[config.mk]
export PLATFORM = sky130hd
export DESIGN_NAME = serial_uart_bridge
export DESIGN_NICKNAME = d
export VERILOG_FILES = /design/src/rtl/serial_uart_bridge.sv
export SDC_FILE = /design/constraint.sdc
export NUM_CORES = 1
export LEC_CHECK = 0
export CAP_MARGIN = 15
export CORE_MARGIN = 1.5
export CORE_UTILIZATION = 57
export CTS_CLUSTER_DIAMETER = 40
export DETAILED_ROUTE_END_ITERATION = 12
export HOLD_SLACK_MARGIN = 0.03
export PLACE_DENSITY = 0.75
export SKIP_CTS_REPAIR_TIMING = 1
export SLEW_MARGIN = 20
export SYNTH_ARGS = -nofsm -noshare
export SYNTH_HDL_FRONTEND = slang
export SYNTH_SLANG_ARGS = --single-unit
[constraint.sdc]
create_clock -name clock -period 5.2 [get_ports clock]
set_input_delay 1.04 -clock clock [delete_from_list [all_inputs] [get_ports clock]]
set_output_delay 1.04 -clock clock [all_outputs]
set_load 0.02 [all_outputs]
[src/rtl/serial_uart_bridge.sv]
// serial_uart_bridge
//   Device-side endpoint of the processor's byte-wide serial IO port.
//   Processor bytes are buffered in a TX FIFO and sent as 8N1 UART frames;
//   received UART frames are buffered in an RX FIFO and presented show-ahead.
//   Optional build macro: SERIAL_LOOPBACK_EN -- when defined, the receiver is
//   fed from the internal TX line register instead of uart_rx_in.
//
// Processor handshake (strobe based, one byte per edge):
//   A byte moves into the TX FIFO on a rising clock edge where
//   proc_wren_in && proc_ready_out. The RX FIFO head (proc_data_out) is
//   consumed on a rising edge where proc_rden_in && proc_valid_out. A strobe
//   with its qualifier low does nothing: writes while full are dropped
//   silently, reads while empty are ignored. proc_data_out is stable and
//   meaningful whenever proc_valid_out is high.
module serial_uart_bridge #(
  parameter int CLKS_PER_BIT = 434,
  parameter int FIFO_AW      = 3
) (
  input  logic       clock,
  input  logic       reset,
  output logic [7:0] proc_data_out,
  output logic       proc_valid_out,
  output logic       proc_ready_out,
  input  logic [7:0] proc_data_in,
  input  logic       proc_wren_in,
  input  logic       proc_rden_in,
  input  logic       uart_rx_in,
  output logic       uart_tx_out,
  input  logic       err_clear_in,
  output logic       rx_overrun_out,
  output logic       frame_err_out
);

  localparam int DEPTH = 1 << FIFO_AW;
  localparam int BW    = $clog2(CLKS_PER_BIT);
  localparam logic [BW-1:0] BIT_LAST  = BW'(CLKS_PER_BIT - 1);
  localparam logic [BW-1:0] HALF_LAST = BW'(CLKS_PER_BIT / 2 - 1);

  typedef enum logic [1:0] {
    ST_IDLE  = 2'd0,
    ST_START = 2'd1,
    ST_DATA  = 2'd2,
    ST_STOP  = 2'd3
  } uart_state_t;

  // Pointers carry one extra bit: equal low bits with different MSBs means full.
  function automatic logic ptr_full(input logic [FIFO_AW:0] wr, input logic [FIFO_AW:0] rd);
    return (wr[FIFO_AW] != rd[FIFO_AW]) && (wr[FIFO_AW-1:0] == rd[FIFO_AW-1:0]);
  endfunction

  // ---------------------------------------------------------------------------
  // TX FIFO
  // ---------------------------------------------------------------------------
  logic [7:0]       tx_mem [DEPTH];
  logic [FIFO_AW:0] tx_wr_ptr;
  logic [FIFO_AW:0] tx_rd_ptr;
  logic [FIFO_AW:0] tx_wr_next;
  logic [FIFO_AW:0] tx_rd_next;
  logic             tx_ready_q;
  logic             tx_empty;
  logic             tx_push;
  logic             tx_pop;
  logic [7:0]       tx_head;

  uart_state_t      tx_state;
  logic [BW-1:0]    tx_baud;
  logic [2:0]       tx_bit;
  logic [7:0]       tx_shift;
  logic             tx_line;

  assign tx_empty = (tx_wr_ptr == tx_rd_ptr);
  assign tx_push  = proc_wren_in && tx_ready_q;
  assign tx_pop   = (tx_state == ST_IDLE) && !tx_empty;
  assign tx_head  = tx_mem[tx_rd_ptr[FIFO_AW-1:0]];

  // Next TX pointer values; the ready flag is registered from these.
  always_comb begin
    tx_wr_next = tx_wr_ptr + {{FIFO_AW{1'b0}}, tx_push};
    tx_rd_next = tx_rd_ptr + {{FIFO_AW{1'b0}}, tx_pop};
  end

  // TX FIFO pointers and registered not-full flag.
  always_ff @(posedge clock or negedge reset) begin
    if (!reset) begin
      tx_wr_ptr  <= '0;
      tx_rd_ptr  <= '0;
      tx_ready_q <= 1'b1;
    end else begin
      tx_wr_ptr  <= tx_wr_next;
      tx_rd_ptr  <= tx_rd_next;
      tx_ready_q <= !ptr_full(tx_wr_next, tx_rd_next);
    end
  end

  // TX FIFO storage; contents are don't-care until written.
  always_ff @(posedge clock) begin
    if (tx_push) tx_mem[tx_wr_ptr[FIFO_AW-1:0]] <= proc_data_in;
  end

  // ---------------------------------------------------------------------------
  // TX FSM: each of START / DATA(x8) / STOP lasts CLKS_PER_BIT clocks.
  // The line register is updated together with the state so it is glitch-free.
  // ---------------------------------------------------------------------------
  // TX serializer state machine with registered line output.
  always_ff @(posedge clock or negedge reset) begin
    if (!reset) begin
      tx_state <= ST_IDLE;
      tx_baud  <= '0;
      tx_bit   <= '0;
      tx_shift <= '0;
      tx_line  <= 1'b1;
    end else begin
      case (tx_state)
        ST_IDLE: begin
          tx_line <= 1'b1;
          if (!tx_empty) begin
            tx_shift <= tx_head;
            tx_baud  <= BIT_LAST;
            tx_line  <= 1'b0;
            tx_state <= ST_START;
          end
        end
        ST_START: begin
          if (tx_baud == '0) begin
            tx_baud  <= BIT_LAST;
            tx_bit   <= '0;
            tx_line  <= tx_shift[0];
            tx_state <= ST_DATA;
          end else begin
            tx_baud <= tx_baud - 1'b1;
          end
        end
        ST_DATA: begin
          if (tx_baud == '0) begin
            tx_baud <= BIT_LAST;
            if (tx_bit == 3'd7) begin
              tx_line  <= 1'b1;
              tx_state <= ST_STOP;
            end else begin
              tx_bit   <= tx_bit + 3'd1;
              tx_shift <= {1'b0, tx_shift[7:1]};
              tx_line  <= tx_shift[1];
            end
          end else begin
            tx_baud <= tx_baud - 1'b1;
          end
        end
        ST_STOP: begin
          if (tx_baud == '0) begin
            tx_state <= ST_IDLE;
          end else begin
            tx_baud <= tx_baud - 1'b1;
          end
        end
        default: tx_state <= ST_IDLE;
      endcase
    end
  end

  assign uart_tx_out = tx_line;

  // ---------------------------------------------------------------------------
  // RX input selection and synchronizer
  // ---------------------------------------------------------------------------
  logic rx_src;
  logic rx_meta;
  logic rx_sync;

`ifdef SERIAL_LOOPBACK_EN
  logic unused_rx_pin;
  assign unused_rx_pin = uart_rx_in;
  assign rx_src        = tx_line;
`else
  assign rx_src = uart_rx_in;
`endif

  // Two-flop synchronizer; resets to the idle (high) line level.
  always_ff @(posedge clock or negedge reset) begin
    if (!reset) begin
      rx_meta <= 1'b1;
      rx_sync <= 1'b1;
    end else begin
      rx_meta <= rx_src;
      rx_sync <= rx_meta;
    end
  end

  // ---------------------------------------------------------------------------
  // RX FSM: start edge, half-bit confirm, then mid-bit samples.
  // rx_armed requires the line to be seen high in IDLE before a new start,
  // so a line stuck low after a framing error cannot retrigger.
  // ---------------------------------------------------------------------------
  uart_state_t   rx_state;
  logic [BW-1:0] rx_baud;
  logic [2:0]    rx_bit;
  logic [7:0]    rx_shift;
  logic          rx_armed;
  logic          rx_stop_done;
  logic          rx_good;
  logic          rx_bad;

  assign rx_stop_done = (rx_state == ST_STOP) && (rx_baud == '0);
  assign rx_good      = rx_stop_done && rx_sync;
  assign rx_bad       = rx_stop_done && !rx_sync;

  // RX deserializer state machine.
  always_ff @(posedge clock or negedge reset) begin
    if (!reset) begin
      rx_state <= ST_IDLE;
      rx_baud  <= '0;
      rx_bit   <= '0;
      rx_shift <= '0;
      rx_armed <= 1'b0;
    end else begin
      case (rx_state)
        ST_IDLE: begin
          if (rx_sync) begin
            rx_armed <= 1'b1;
          end else if (rx_armed) begin
            rx_baud  <= HALF_LAST;
            rx_state <= ST_START;
          end
        end
        ST_START: begin
          if (rx_baud == '0) begin
            if (rx_sync) begin
              rx_armed <= 1'b0;
              rx_state <= ST_IDLE;
            end else begin
              rx_baud  <= BIT_LAST;
              rx_bit   <= '0;
              rx_state <= ST_DATA;
            end
          end else begin
            rx_baud <= rx_baud - 1'b1;
          end
        end
        ST_DATA: begin
          if (rx_baud == '0) begin
            rx_shift <= {rx_sync, rx_shift[7:1]};
            rx_baud  <= BIT_LAST;
            if (rx_bit == 3'd7) begin
              rx_state <= ST_STOP;
            end else begin
              rx_bit <= rx_bit + 3'd1;
            end
          end else begin
            rx_baud <= rx_baud - 1'b1;
          end
        end
        ST_STOP: begin
          if (rx_baud == '0) begin
            rx_armed <= 1'b0;
            rx_state <= ST_IDLE;
          end else begin
            rx_baud <= rx_baud - 1'b1;
          end
        end
        default: rx_state <= ST_IDLE;
      endcase
    end
  end

  // ---------------------------------------------------------------------------
  // RX FIFO (show-ahead)
  // ---------------------------------------------------------------------------
  logic [7:0]       rx_mem [DEPTH];
  logic [FIFO_AW:0] rx_wr_ptr;
  logic [FIFO_AW:0] rx_rd_ptr;
  logic [FIFO_AW:0] rx_wr_next;
  logic [FIFO_AW:0] rx_rd_next;
  logic             rx_valid_q;
  logic             rx_full;
  logic             rx_pop;
  logic             rx_push;
  logic             overrun_set;

  assign rx_full     = ptr_full(rx_wr_ptr, rx_rd_ptr);
  assign rx_pop      = proc_rden_in && rx_valid_q;
  // A pop in the same cycle frees the slot, so a full FIFO still accepts.
  assign rx_push     = rx_good && (!rx_full || rx_pop);
  assign overrun_set = rx_good && rx_full && !rx_pop;

  // Next RX pointer values; the valid flag is registered from these.
  always_comb begin
    rx_wr_next = rx_wr_ptr + {{FIFO_AW{1'b0}}, rx_push};
    rx_rd_next = rx_rd_ptr + {{FIFO_AW{1'b0}}, rx_pop};
  end

  // RX FIFO pointers and registered non-empty flag.
  always_ff @(posedge clock or negedge reset) begin
    if (!reset) begin
      rx_wr_ptr  <= '0;
      rx_rd_ptr  <= '0;
      rx_valid_q <= 1'b0;
    end else begin
      rx_wr_ptr  <= rx_wr_next;
      rx_rd_ptr  <= rx_rd_next;
      rx_valid_q <= (rx_wr_next != rx_rd_next);
    end
  end

  // RX FIFO storage; the completed shift register is written at stop time.
  always_ff @(posedge clock) begin
    if (rx_push) rx_mem[rx_wr_ptr[FIFO_AW-1:0]] <= rx_shift;
  end

  assign proc_valid_out = rx_valid_q;
  assign proc_ready_out = tx_ready_q;
  assign proc_data_out  = rx_valid_q ? rx_mem[rx_rd_ptr[FIFO_AW-1:0]] : 8'h00;

  // ---------------------------------------------------------------------------
  // Sticky error flags: clear first, then set, so a same-cycle set wins.
  // ---------------------------------------------------------------------------
  logic rx_overrun_q;
  logic frame_err_q;

  // Sticky error flag registers.
  always_ff @(posedge clock or negedge reset) begin
    if (!reset) begin
      rx_overrun_q <= 1'b0;
      frame_err_q  <= 1'b0;
    end else begin
      if (err_clear_in) begin
        rx_overrun_q <= 1'b0;
        frame_err_q  <= 1'b0;
      end
      if (overrun_set) rx_overrun_q <= 1'b1;
      if (rx_bad)      frame_err_q  <= 1'b1;
    end
  end

  assign rx_overrun_out = rx_overrun_q;
  assign frame_err_out  = frame_err_q;

endmodule

==> metrics.md, run 1 <==
| Metric | Value |
|---|---|
| Leading cell type in the layout, fill and taps excluded | edfxtp_1 |
| DRC | 0 |
| Endpoints failing hold | 0 |
| Synth Area in Simple Gates | 8.04% |
| Crit path capture type | output pin |
| Total Routed Length | 16200 um |
| Largest net degree at the start of global routing | 36 |
| Starting density of the core | 58.1% |
| Clk_lat worst skew | 430 ps |
| Worst vdd ir | 413 uV |
| Max-Cap Viols | 0 |
| Xor and xnor area share after synthesis | 2.39% |
| Wirelength per Cell | 19.7 um |
| Syn nets | 630 |
| Adder-Cell Fraction of Synth Area | 3.42% |
| CP peak stage delay | 890 ps |
| FP Rows | 45 |
| Status | finished, final reports clean |
| First-pass GRT wire length | 26500 um |
| Worst slew pin tran | 912 ps |
| Post-synth ARST share | 34.7% |
| Post-place instance area | 0.00924 mm^2 |
| Dpl hpwl | 10500 um |
| Ys flop type | edfxtp_1 |
| Share of cells above drive strength 1 | 15.9% |
| Clock root buffer | clkbuf_16 |
| Final Util | 64.9% |
| Routability cong. | 0.831 |
| Post-Synthesis Cells | 592 |
| CTS HTree Levels | 4 |
| Max FO, Critical Path | 19 |
| Worst-path cell chain | mux4_2 > mux2i_1 > nor2b_1 > clkdlybuf4s50_1 |
| Cell Count Post-Placement | 791 |
| Final Non-Filler Cells | 823 |
| Number of top-level pins | 27 |
| Hold Path Class | flop to flop |
| Register area share after synthesis | 63.1% |
| Post-synth EDFFs | 128 |
| TritonCTS buffer count | 17 |
| Pre-CTS setup slack | 1710 ps |
| Fin Hold WS | 358 ps |
| Initial antenna violation count | 0 |
| Syn Area/Cell | 14.9 um^2 |
| Final ANT Viol Nets | 0 |
| Clock sinks | 196 |
| LEAKAGE | 3.63 nW |
| Width of the die | 127 um |
| Fin crit share | 69.3% |
| Netlist cell types | 65 |
| Pins over their slew limit | 0 |
| Mux cell area share after synthesis | 11.6% |
| WS Path Type | flop to output pin |
| Fmax | 277 MHz |
| Fin Setup TNS | 0 ps |
| Compound-Gate Fraction of Synth Area | 8.55% |
| Final Total Pwr | 5.62 mW |
| Total GRT Usage | 21.5% |
| Post-Syn Area | 0.00879 mm^2 |
| Initial drt markers | 451 |
| R2R setup slack | 1980 ps |
| Worst relative slew slack | 39.0% |
| #FFs+latches synth | 196 |
| DIE AREA | 0.0162 mm^2 |
| Input/output buffers | 26 |
| Core ar. | 0.0151 mm^2 |
| Clk_skew | 7.75 ps |
| Worst setup margin | 1600 ps |
| Final Instance Area | 0.00984 mm^2 |
| Critical path's slowest cell | dfrtp_1 |
| Most frequent cells in the layout | 128 x edfxtp_1, 63 x dfrtp_1, 35 x inv_1 |
| Initial DRT Pass Iterations | 5 |
| Diodes inserted | 0 |
| Worst-path clk slew | 70 ps |
| Tmin final | 3600 ps |
| Power per Cell Area | 571 mW/mm^2 |
| Area growth from synthesis to layout | 11.9% |
| Worst Path Buf+Inv | 1 |
| Critical path data required time | 4160 ps |
| Worst EP arrival | 2560 ps |
| Crit path max-delay family | flip-flops |
| DR vias | 5068 |
| Post-layout net count | 660 |
| Grt ovf | 0 |
| YS warnings | 0 |
| Largest family of logic cells by synthesized area | multiplexers |
| Vias in the first global route | 5147 |
| Endpoints failing setup | 0 |
| Longest Clk Path Bufs | 2 |
| Vias per cell | 6.16 |
| CTS tree | yes |
| Worst Setup Start Kind | flop |
| Unrepaired setup endpoints after global routing | false |
| Die height | 127 um |
==> area by class of cell <==
type	count	area, um^2
Sequential cell	196	5550
Fill cell	1051	5310
Timing Repair Buffer	36	330
Clock buffer	18	429
Clock inverter	14	166
Inverter	35	131
Tap cell	188	235
Multi-Input combinational cell	336	2990
==> synth_stat cells (5+ instances only) <==
cell	count	area [um^2]
a21o_1	5	37.5
nor2b_1	10	62.6
buf_2	5	25.0
o21ai_0	19	95.1
mux2_2	8	90.1
xnor2_1	10	87.6
edfxtp_1	128	3840
mux2i_1	20	200
mux4_2	32	721
a21oi_1	21	105
inv_1	35	131
nor3_1	11	55.1
nor3b_1	5	37.5
or2_2	5	31.3
nand3_1	12	60.1
a22o_1	7	61.3
dfrtp_1	64	1600
nand2_1	19	71.3
xor2_1	14	123
clkbuf_1	17	63.8
nor2_1	28	105
a222oi_1	7	70.1
nand2b_1	10	62.6
ha_1	24	300
o211ai_1	7	52.6
==> registers in the layout (all words and copies together) (netlist names), 2 cells and up, named ones only <==
name / cells
tx_bit: 3
rx_baud: 9
rx_shift: 8
rx_wr_ptr: 4
tx_rd_ptr: 4
rx_mem: 64
tx_state: 2
tx_baud: 9
tx_shift: 8
tx_mem: 64
rx_rd_ptr: 4
rx_bit: 3
tx_wr_ptr: 4
==> report_power, final <==
part           switching, mW  internal (mW)  total (mW)
sequential             0.355           1.93        2.29
combinational           1.05          0.971        2.02
clock                  0.588          0.725        1.31
total                   1.99           3.63        5.62
==> cells by family (layout without fill, tap and decap cells) <==
family                   count (synthesis)  after routing
flip-flops                             196            196
AND/OR/NAND/NOR                        126            126
AO/OA/AOI/OAI                          101            101
multiplexers                            61             61
buffers and inverters                   60            103
adder cells (fa/ha/maj)                 24             24
XOR/XNOR                                24             24
==> worst paths after layout <==
| check | to | start | depth (start not counted) |
|---|---|---|---|
| setup / recovery | proc_data_out[2] | rx_rd_ptr[1] | 4 |
| hold / removal | rx_sync | rx_meta | 0 |
| setup reg to reg | rx_mem[5][0] | rx_baud[0] | 6 |
| hold reg to reg | rx_sync | rx_meta | 0 |
| max in group asynchronous | rx_sync | reset | 2 |
| min in group asynchronous | rx_shift[0] | reset | 1 |
==> metal layers <==
metal / share of wire (%) / global-route usage, % / vias up
met2: 53 / 38.4 / 136
met3: 4.4 / 3.64 / 24
met1: 41 / 26.9 / 2568
met5: 0 / 0 / -
met4: 1.5 / 7.29 / 0
li1: - / - / 2340
Note: power is estimated with default switching activity, not from simulation.
==> run 2: changes to the inputs <==
- clock period: 5.2 -> 3.7 ns (I/O delays scaled with it)
==> run 2 against run 1 <==
Effect of this change:
- critical endpoint is now proc_data_out[6]
- routed wire length shrank 0.54%
- final area increased by 0.20%
- setup slack got worse by 1100 ps
- cell count grew 0.61%
==> metrics.md, run 2 (synthesis gave the netlist of run 1 again) <==
| Metric | Value |
|---|---|
| Pins over their slew limit | 0 (unchanged) |
| Number of top-level pins | 27 (unchanged) |
| Total GRT Usage | 21.1% (was 21.5%) |
| Final Util | 65.1% (was 64.9%) |
| Clk_lat worst skew | 440 ps (was 430 ps) |
| CP peak stage delay | 850 ps (was 890 ps) |
| Worst Setup Start Kind | flop (unchanged) |
| Fmax | 308 MHz |
| Worst vdd ir | 589 uV (was 413 uV) |
| First-pass GRT wire length | 26200 um (was 26500 um) |
| R2R setup slack | 510 ps (was 1980 ps) |
| Routability cong. | 0.856 (was 0.831) |
| Dpl hpwl | 11000 um (was 10500 um) |
| Wirelength per Cell | 19.5 um (was 19.7 um) |
| Clock root buffer | clkbuf_16 (unchanged) |
| Worst-path clk slew | 70 ps (about the same) |
| Clock sinks | 196 (unchanged) |
| Max FO, Critical Path | 18 (was 19) |
| Most frequent cells in the layout | 128 x edfxtp_1, 64 x dfrtp_1, 35 x inv_1 (was 128 x edfxtp_1, 63 x dfrtp_1, 35 x inv_1) |
| Vias in the first global route | 5050 (was 5147) |
| Post-layout net count | 665 (was 660) |
| Fin crit share | 87.6% |
| Endpoints failing setup | 0 (unchanged) |
| WS Path Type | flop to output pin (unchanged) |
| Worst EP arrival | 2500 ps (was 2560 ps) |
| Power per Cell Area | 801 mW/mm^2 (was 571 mW/mm^2) |
| Width of the die | 127 um (unchanged) |
| Area growth from synthesis to layout | 12.1% (was 11.9%) |
| Worst relative slew slack | 43.0% (was 39.0%) |
| CTS tree | yes (unchanged) |
| Fin Setup TNS | 0 ps (unchanged) |
| Grt ovf | 0 (unchanged) |
| FP Rows | 45 (unchanged) |
| Tmin final | 3240 ps |
| Status | finished, final reports clean (unchanged) |
| Largest net degree at the start of global routing | 33 (was 36) |
| DRC | 0 (unchanged) |
| Clk_skew | 14.2 ps (was 7.75 ps) |
| Leading cell type in the layout, fill and taps excluded | edfxtp_1 (unchanged) |
| Worst slew pin tran | 853 ps (was 912 ps) |
| DR vias | 5048 (was 5068) |
| LEAKAGE | 3.64 nW (was 3.63 nW) |
| R2R depth | 10 (was 6) |
| Core ar. | 0.0151 mm^2 (unchanged) |
| Input/output buffers | 26 (unchanged) |
| Fillers | 1052 (was 1051) |
| Vias per cell | 6.10 (was 6.16) |
| Endpoints failing hold | 0 (unchanged) |
| Worst-path cell chain | mux4_2 > mux2i_1 > nor2b_1 > clkdlybuf4s50_1 (unchanged) |
| CTS HTree Levels | 4 (unchanged) |
| Critical path data required time | 2960 ps (was 4160 ps) |
| Initial drt markers | 431 (was 451) |
| Critical path's slowest cell | dfrtp_1 (unchanged) |
| Longest Clk Path Bufs | 2 (unchanged) |
| RR Startpoint | rx_baud[0] (unchanged) |
| Die height | 127 um (unchanged) |
| Initial DRT Pass Iterations | 5 (unchanged) |
| Unrepaired setup endpoints after global routing | false (unchanged) |
| Total Routed Length | 16100 um (was 16200 um) |
| Share of cells above drive strength 1 | 16.6% (was 15.9%) |
| DIE AREA | 0.0162 mm^2 (unchanged) |
| Starting density of the core | 58.1% (unchanged) |
| Final ANT Viol Nets | 0 (unchanged) |
| Crit path capture type | output pin (unchanged) |
| Hold Path Class | primary input to async pin (was flop to flop) |
| Max-Cap Viols | 0 (unchanged) |
| Initial antenna violation count | 0 (unchanged) |
| TritonCTS buffer count | 17 (unchanged) |
| R2R Path End | proc_valid_out (was rx_mem[5][0]) |
| Diodes inserted | 0 (unchanged) |
[run 2: cell count changes in the layout (fill, tap and decap cells not counted), sizes merged]
cell | before | now
buf | 11 | 16
bufinv | 2 | 0
clkinv | 5 | 1
clkinvlp | 0 | 1
inv | 42 | 47
[run 2: stage by stage]
stage / cell area (um^2) / power [mW] / hold slack, ps / setup slack, ps / std cells
floorplan: 8790 / 5.32 / 345 / 970 / 592
global placement: 9280 / 6.00 / 349 / 673 / 796
detailed placement: 9280 / 6.14 / 351 / 575 / 796
CTS: 9860 / 7.95 / 242 / 409 / 828
global route: 9860 / 8.33 / 263 / 320 / 828
finish: 9860 / 7.90 / 249 / 458 / 828
[run 2: how the worst max path moves through the flow]
| stage | start | endpoint | slack [ps] |
|---|---|---|---|
| after floorplan | rx_baud[0] | rx_mem[0][0] | 970 |
| after CTS | rx_rd_ptr[1] | proc_data_out[6] | 410 |
| after detailed placement | rx_baud[0] | proc_valid_out | 570 |
| after global placement | proc_rden_in | proc_valid_out | 670 |
| final | rx_rd_ptr[1] | proc_data_out[6] | 460 |
| after global routing | rx_baud[0] | proc_valid_out | 320 |
[run 2: area by class of cell]
cell class | count | area [um^2] | share of cell area, %
clock buffers | 18 | 450 | 4.57
clock inverters | 14 | 129 | 1.31
inverters | 35 | 131 | 1.33
multi-input cells | 336 | 2990 | 30.4
flip-flops and latches | 196 | 5550 | 56.3
well taps | 188 | 235 | 2.39
repair buffers | 41 | 368 | 3.73
[run 2: worst max-delay path, delay by kind of cell (launching register included)]
kind,cells,cell delay (ps)
multiplexers,2,420
AND/OR/NAND/NOR,1,150
flip-flops,1,850
buffers and inverters,1,640
[run 2: power breakdown]
| part | total [mW] | internal, mW | switching, mW |
|---|---|---|---|
| sequential | 3.12 | 2.71 | 0.406 |
| combinational | 2.98 | 1.39 | 1.59 |
| clock | 1.79 | 0.934 | 0.859 |
| total | 7.90 | 5.04 | 2.86 |
[run 2: per-layer routing]
layer | global-route usage, % | vias to the layer above | wire length [um]
met4 | 5.01 | 0 | 174
li1 | - | 2346 | -
met3 | 5.32 | 17 | 523
met2 | 35.9 | 113 | 8180
met1 | 27.7 | 2572 | 7260
met5 | 0 | - | 0
